### src/rtl/change_dispenser_if.sv
// rtl/change_dispenser_if.sv - request, hopper and status signals of the change dispenser
interface change_dispenser_if #(
  parameter int CNT_W = 8
);
  logic             change_valid;
  logic [6:0]       change_amount;
  logic             change_ready;
  logic             coin_ack;
  logic             eject_quarter;
  logic             eject_dime;
  logic             eject_nickel;
  logic             refill;
  logic             done;
  logic [6:0]       shortfall;
  logic             fault;
  logic [CNT_W-1:0] quarter_count;
  logic [CNT_W-1:0] dime_count;
  logic [CNT_W-1:0] nickel_count;

  modport master (
    output change_valid, change_amount, coin_ack, refill,
    input  change_ready, eject_quarter, eject_dime, eject_nickel,
           done, shortfall, fault, quarter_count, dime_count, nickel_count
  );

  modport slave (
    input  change_valid, change_amount, coin_ack, refill,
    output change_ready, eject_quarter, eject_dime, eject_nickel,
           done, shortfall, fault, quarter_count, dime_count, nickel_count
  );
endinterface

### src/rtl/change_dispenser.sv
// rtl/change_dispenser.sv - greedy, inventory-aware coin payout with per-coin drop acknowledge
module change_dispenser #(
  parameter int QUARTER_INIT = 20,
  parameter int DIME_INIT    = 20,
  parameter int NICKEL_INIT  = 20,
  parameter int CNT_W        = 8,
  parameter int ACK_TIMEOUT  = 16
) (
  input logic               clk,
  input logic               rst_n,
  change_dispenser_if.slave bus
);
  localparam int TW = $clog2(ACK_TIMEOUT) + 1;

  typedef enum logic [2:0] {IDLE, SELECT, EJECT, WAIT_ACK, FINISH} state_t;
  typedef enum logic [1:0] {COIN_Q, COIN_D, COIN_N} coin_t;

  state_t           state, state_next;
  coin_t            coin, coin_next;
  logic [6:0]       remaining;
  logic [6:0]       shortfall_q;
  logic [TW-1:0]    timer;
  logic [CNT_W-1:0] q_cnt, d_cnt, n_cnt;
  logic             fault_q;
  logic             accept, do_refill, ack_hit, expire;
  logic             q_ok, d_ok, n_ok;
  logic [6:0]       coin_value;

  assign q_ok = (remaining >= 7'd25) && (q_cnt != '0);
  assign d_ok = (remaining >= 7'd10) && (d_cnt != '0);
  assign n_ok = (remaining >= 7'd5)  && (n_cnt != '0);

  always_comb begin
    case (coin)
      COIN_Q:  coin_value = 7'd25;
      COIN_D:  coin_value = 7'd10;
      default: coin_value = 7'd5;
    endcase
  end

  always_comb begin
    state_next = state;
    coin_next  = coin;
    accept     = 1'b0;
    do_refill  = 1'b0;
    ack_hit    = 1'b0;
    expire     = 1'b0;
    case (state)
      IDLE: begin
        if (bus.change_valid) begin
          accept     = 1'b1;
          state_next = SELECT;
        end else if (bus.refill) begin
          do_refill = 1'b1;
        end
      end
      SELECT: begin
        if (q_ok) begin
          coin_next  = COIN_Q;
          state_next = EJECT;
        end else if (d_ok) begin
          coin_next  = COIN_D;
          state_next = EJECT;
        end else if (n_ok) begin
          coin_next  = COIN_N;
          state_next = EJECT;
        end else begin
          state_next = FINISH;
        end
      end
      EJECT: state_next = WAIT_ACK;
      WAIT_ACK: begin
        // An ack arriving in the expiry cycle still counts as a dropped coin.
        if (bus.coin_ack) begin
          ack_hit    = 1'b1;
          state_next = SELECT;
        end else if (timer == TW'(ACK_TIMEOUT - 1)) begin
          expire     = 1'b1;
          state_next = SELECT;
        end
      end
      FINISH:  state_next = IDLE;
      default: state_next = IDLE;
    endcase
  end

  always_ff @(posedge clk or negedge rst_n) begin
    if (!rst_n) begin
      state       <= IDLE;
      coin        <= COIN_Q;
      remaining   <= '0;
      timer       <= '0;
      shortfall_q <= '0;
      fault_q     <= 1'b0;
      q_cnt       <= CNT_W'(QUARTER_INIT);
      d_cnt       <= CNT_W'(DIME_INIT);
      n_cnt       <= CNT_W'(NICKEL_INIT);
    end else begin
      state <= state_next;
      coin  <= coin_next;
      if (accept)
        remaining <= bus.change_amount;
      else if (ack_hit)
        remaining <= remaining - coin_value;
      if (state == EJECT)
        timer <= '0;
      else if (state == WAIT_ACK)
        timer <= timer + TW'(1);
      // Latched on entry to FINISH so the value is valid alongside done.
      if (state == SELECT && state_next == FINISH)
        shortfall_q <= remaining;
      if (do_refill) begin
        q_cnt   <= CNT_W'(QUARTER_INIT);
        d_cnt   <= CNT_W'(DIME_INIT);
        n_cnt   <= CNT_W'(NICKEL_INIT);
        fault_q <= 1'b0;
      end
      if (ack_hit) begin
        case (coin)
          COIN_Q:  q_cnt <= q_cnt - CNT_W'(1);
          COIN_D:  d_cnt <= d_cnt - CNT_W'(1);
          default: n_cnt <= n_cnt - CNT_W'(1);
        endcase
      end
      // A silent hopper is treated as empty so smaller coins get a chance.
      if (expire) begin
        fault_q <= 1'b1;
        case (coin)
          COIN_Q:  q_cnt <= '0;
          COIN_D:  d_cnt <= '0;
          default: n_cnt <= '0;
        endcase
      end
    end
  end

  assign bus.change_ready  = (state == IDLE);
  assign bus.eject_quarter = (state == EJECT) && (coin == COIN_Q);
  assign bus.eject_dime    = (state == EJECT) && (coin == COIN_D);
  assign bus.eject_nickel  = (state == EJECT) && (coin == COIN_N);
  assign bus.done          = (state == FINISH);
  assign bus.shortfall     = shortfall_q;
  assign bus.fault         = fault_q;
  assign bus.quarter_count = q_cnt;
  assign bus.dime_count    = d_cnt;
  assign bus.nickel_count  = n_cnt;
endmodule
### src/flat_wrapper.sv
// flat-port wrapper written by rule: the top's interface ports become plain ports
module change_dispenser_flat 
#(
  parameter int QUARTER_INIT = 20,
  parameter int DIME_INIT    = 20,
  parameter int NICKEL_INIT  = 20,
  parameter int CNT_W        = 8,
  parameter int ACK_TIMEOUT  = 16
)
  (clk, rst_n, bus_change_valid, bus_change_amount, bus_coin_ack, bus_refill, bus_change_ready, bus_eject_quarter, bus_eject_dime, bus_eject_nickel, bus_done, bus_shortfall, bus_fault, bus_quarter_count, bus_dime_count, bus_nickel_count);
  change_dispenser_if #(.CNT_W(CNT_W)) bus_i ();
  input logic clk;
  input logic rst_n;
  input wire logic [$bits(bus_i.change_valid)-1:0] bus_change_valid;
  input wire logic [$bits(bus_i.change_amount)-1:0] bus_change_amount;
  input wire logic [$bits(bus_i.coin_ack)-1:0] bus_coin_ack;
  input wire logic [$bits(bus_i.refill)-1:0] bus_refill;
  output wire logic [$bits(bus_i.change_ready)-1:0] bus_change_ready;
  output wire logic [$bits(bus_i.eject_quarter)-1:0] bus_eject_quarter;
  output wire logic [$bits(bus_i.eject_dime)-1:0] bus_eject_dime;
  output wire logic [$bits(bus_i.eject_nickel)-1:0] bus_eject_nickel;
  output wire logic [$bits(bus_i.done)-1:0] bus_done;
  output wire logic [$bits(bus_i.shortfall)-1:0] bus_shortfall;
  output wire logic [$bits(bus_i.fault)-1:0] bus_fault;
  output wire logic [$bits(bus_i.quarter_count)-1:0] bus_quarter_count;
  output wire logic [$bits(bus_i.dime_count)-1:0] bus_dime_count;
  output wire logic [$bits(bus_i.nickel_count)-1:0] bus_nickel_count;
  assign bus_i.change_valid = bus_change_valid;
  assign bus_i.change_amount = bus_change_amount;
  assign bus_i.coin_ack = bus_coin_ack;
  assign bus_i.refill = bus_refill;
  assign bus_change_ready = bus_i.change_ready;
  assign bus_eject_quarter = bus_i.eject_quarter;
  assign bus_eject_dime = bus_i.eject_dime;
  assign bus_eject_nickel = bus_i.eject_nickel;
  assign bus_done = bus_i.done;
  assign bus_shortfall = bus_i.shortfall;
  assign bus_fault = bus_i.fault;
  assign bus_quarter_count = bus_i.quarter_count;
  assign bus_dime_count = bus_i.dime_count;
  assign bus_nickel_count = bus_i.nickel_count;
  change_dispenser #(.QUARTER_INIT(QUARTER_INIT), .DIME_INIT(DIME_INIT), .NICKEL_INIT(NICKEL_INIT), .CNT_W(CNT_W), .ACK_TIMEOUT(ACK_TIMEOUT)) u_core (.clk(clk), .rst_n(rst_n), .bus(bus_i));
endmodule
### config.mk
export PLATFORM = sky130hd
export DESIGN_NAME = change_dispenser_flat
export DESIGN_NICKNAME = d
export VERILOG_FILES = /design/src/rtl/change_dispenser_if.sv /design/src/rtl/change_dispenser.sv /design/src/flat_wrapper.sv
export SDC_FILE = /design/constraint.sdc
export NUM_CORES = 1
export LEC_CHECK = 0
export CORE_MARGIN = 3
export CORE_UTILIZATION = 45
export CTS_BUF_LIST = sky130_fd_sc_hd__clkbuf_8
export DETAILED_ROUTE_END_ITERATION = 16
export HOLD_SLACK_MARGIN = 0.05
export PLACE_DENSITY = 0.7
export SLEW_MARGIN = 20
export SYNTH_ARGS = -nofsm -noshare
export SYNTH_HDL_FRONTEND = slang
export SYNTH_SLANG_ARGS = --single-unit
### constraint.sdc
create_clock -name clk -period 4.16 [get_ports clk]
set_input_delay 0.832 -clock clk [delete_from_list [all_inputs] [get_ports clk]]
set_output_delay 0.832 -clock clk [all_outputs]
set_load 0.02 [all_outputs]
==> metrics <==
setup bufs post-CTS 0; DRT iter0 DRCs 117; Syn-to-layout area delta 22.37%; Max Cap Viol 0; r2r setup slk 1.75 ns; ys async rst share 100.0%; dpl hpwl 4.452 mm; DRC Markers 0; Diodes inserted 0; vias 2399; Die Area 7034 µm²; final wirelength 6.184 mm; type of the worst setup path reg2out; Gate power share 50.9%; critical-path cell list nand2b_1, nor4_1, clkdlybuf4s50_1; largest cells by area after synthesis dfrtp_1 (39%), nor2_1 (6.1%), dfstp_2 (5.8%); register area share after synthesis 45.21%; Clock Path Buffers 2; Yosys cell types 49; 1st-pass router iterations 4; post-synth net total 325; Final Hold Viols 0; vias in the first global route 2268; Clock power frac 11.2%; CTS buffer count 5; root buffer cell clkbuf_8; warning count from the yosys run 0; Power per Cell Area 734.0 nW/µm²; Final #Nets 369; Seq cells post-synth 49; chip height 83.87 µm; area of the multi-input gates 1403 µm²; H-tree depth 2; row count 27; TritonCTS clock tree yes; critical path fanouts, max 15; max-slew violations 0; FF/Latch Area 1234 µm²; routed length per placed instance 14.76 µm; grt total ovfl 0; ys flop type dfrtp_1; critical path arrival 2.17 ns; top-count cell post-synth nor2_1; Top delay family on crit path simple AND/OR/NAND/NOR gates; sequential power share 37.8%; status complete, no violations; Tcrit/Tclk final 72.11%; share of post-route cells with drive strength above 1 9.510%; syn avg cell area 9.036 µm²; Worst path slowest cell clkdlybuf4s50_1; Max Clk Rate 333.4 MHz; final worst slack 1.160 ns; Final Setup Violations 0; gr usage total 18.50%; critical path capture point type output pin; worst path buffer plus inverter count 1; CTS clk-pin slew, worst paths 0.09 ns; Ports 49; Port Buffers 48; width of the die 83.87 µm; RSZ-0062 raised after global routing no; Max Clock Skew 0.007767 ns; first-pass GRT wire length 10.77 mm; Internal 1.384 mW; Final ANT Viol Nets 0; Psw 1.067 mW; post-layout min period 3.000 ns; Synth top cells by count nor2_1 (44), dfrtp_1 (43), a21oi_1 (27); EDFF count, synth 0; Worst Setup Start Kind register; post-synth top area share 39.43%; LEAKAGE 1.415 nW; Fill cells 532; RePlAce Congestion 0.8519; CTS Hold Bufs 0; largest area contributor in the netlist dfrtp_1; Slew HR 58.61%; worst ir drop on vdd 0.0003465 V; Post-Syn Area 2729 µm²; worst path required time 3.33 ns; Clock Sink Count 49; peak per-stage delay on the critical path 0.67 ns; largest net degree at the start of global routing 50; Worst Tran Pin Value 0.6208 ns; Via density 5.726; CORE AREA 5675 µm²; clk_lat worst skew 0.30 ns; Sw Share 43.52%; Hold Crit Class reg2reg; Initial Utilization 48.08%; # resized after CTS 0; initial antenna violation count 0; Syn Inst Count 302; dpl ws 1.176 ns; Setup TNS 0 ns
final timing paths:
path | start | cells past startpoint | to
worst max-delay path | u_core.state[2] | 3 | bus_eject_nickel
worst min-delay path | u_core.timer[4] | 2 | u_core.timer[4]
worst max register to register | u_core.bus.quarter_count[0] | 7 | u_core.bus.shortfall[1]
worst min register to register | u_core.timer[4] | 2 | u_core.timer[4]
max in group asynchronous | rst_n | 1 | u_core.bus.shortfall[1]
min in group asynchronous | rst_n | 1 | u_core.timer[3]
area by class of cell:
class	count	area share, %
Timing Repair Buffer	49	14.54
Clock inverter	3	0.4121
Multi-Input combinational cell	229	42.00
Sequential cell	49	36.94
Tap cell	72	2.698
Clock buffer	5	2.061
Inverter	12	1.349
power by group through the flow:
stage	clock [mW]	combinational [mW]	sequential, mW
finish	0.276	1.25	0.927
global route	0.306	1.39	0.973
CTS	0.285	1.26	0.927
detailed placement	0	1.25	0.936
global placement	0	1.23	0.928
floorplan	0	0.712	1.01
flip-flops by register name, summed over array words and instances (netlist names):
register / flops
u_core.bus.nickel_count: 8
u_core.bus.fault: 1
u_core.bus.shortfall: 7
u_core.timer: 5
u_core.bus.quarter_count: 8
u_core.bus.dime_count: 8
u_core.coin: 2
u_core.remaining: 7
u_core.state: 3
logic make-up (layout without fill, tap and decap cells):
group                    count (synthesis)  after routing  share of synthesized area [%]
AND/OR/NAND/NOR                        141            141                          26.50
AO/OA/AOI/OAI                           66             66                          15.31
flip-flops                              49             49                          45.21
buffers and inverters                   24             69                          3.393
adder cells (fa/ha/maj)                 11             11                          5.319
multiplexers                             8              8                          3.301
XOR/XNOR                                 3              3                         0.9630
routing by layer:
metal	share of wire (%)	global-route usage [%]	vias up
met4	0.78	6.579	0
met5	0	0	-
met2	48	28.99	64
met1	46	25.75	1168
li1	-	-	1163
met3	5.1	3.159	4
placed cells by master, fill, tap and decap left out, types with 6 or more instances in the layout:
cell              n
nor3_1           17
nor2_1           44
clkdlybuf4s50_1  47
dfrtp_1          43
o21ai_0          15
nand3_1           9
dfstp_2           6
or3_1             6
mux2_2            8
ha_1             10
inv_1            13
a21oi_1          27
nand2_1          25
metrics by stage:
step / total power [mW] / instance area (µm²) / instances / hold WS (ns) / utilization, %
6_report: 2.451 / 3339 / 419 / 0.4893 / 58.84
3_5_place_dp: 2.185 / 3254 / 411 / 0.4757 / 57.34
4_1_cts: 2.470 / 3337 / 419 / 0.4968 / 58.80
3_3_place_gp: 2.157 / 3254 / 411 / 0.4635 / 57.34
5_1_grt: 2.665 / 3339 / 419 / 0.5372 / 58.84
2_1_floorplan: 1.721 / 2729 / 302 / 0.4498 / -
worst register-to-register path, cell delays in order (launching register included):
cell	delay, ns
dfrtp_1	0.43
inv_1	0.07
ha_1	0.18
or3b_2	0.51
o2bb2ai_2	0.20
nand2_1	0.14
nor3_4	0.37
mux2_2	0.39
(Power assumes the default switching activity.)
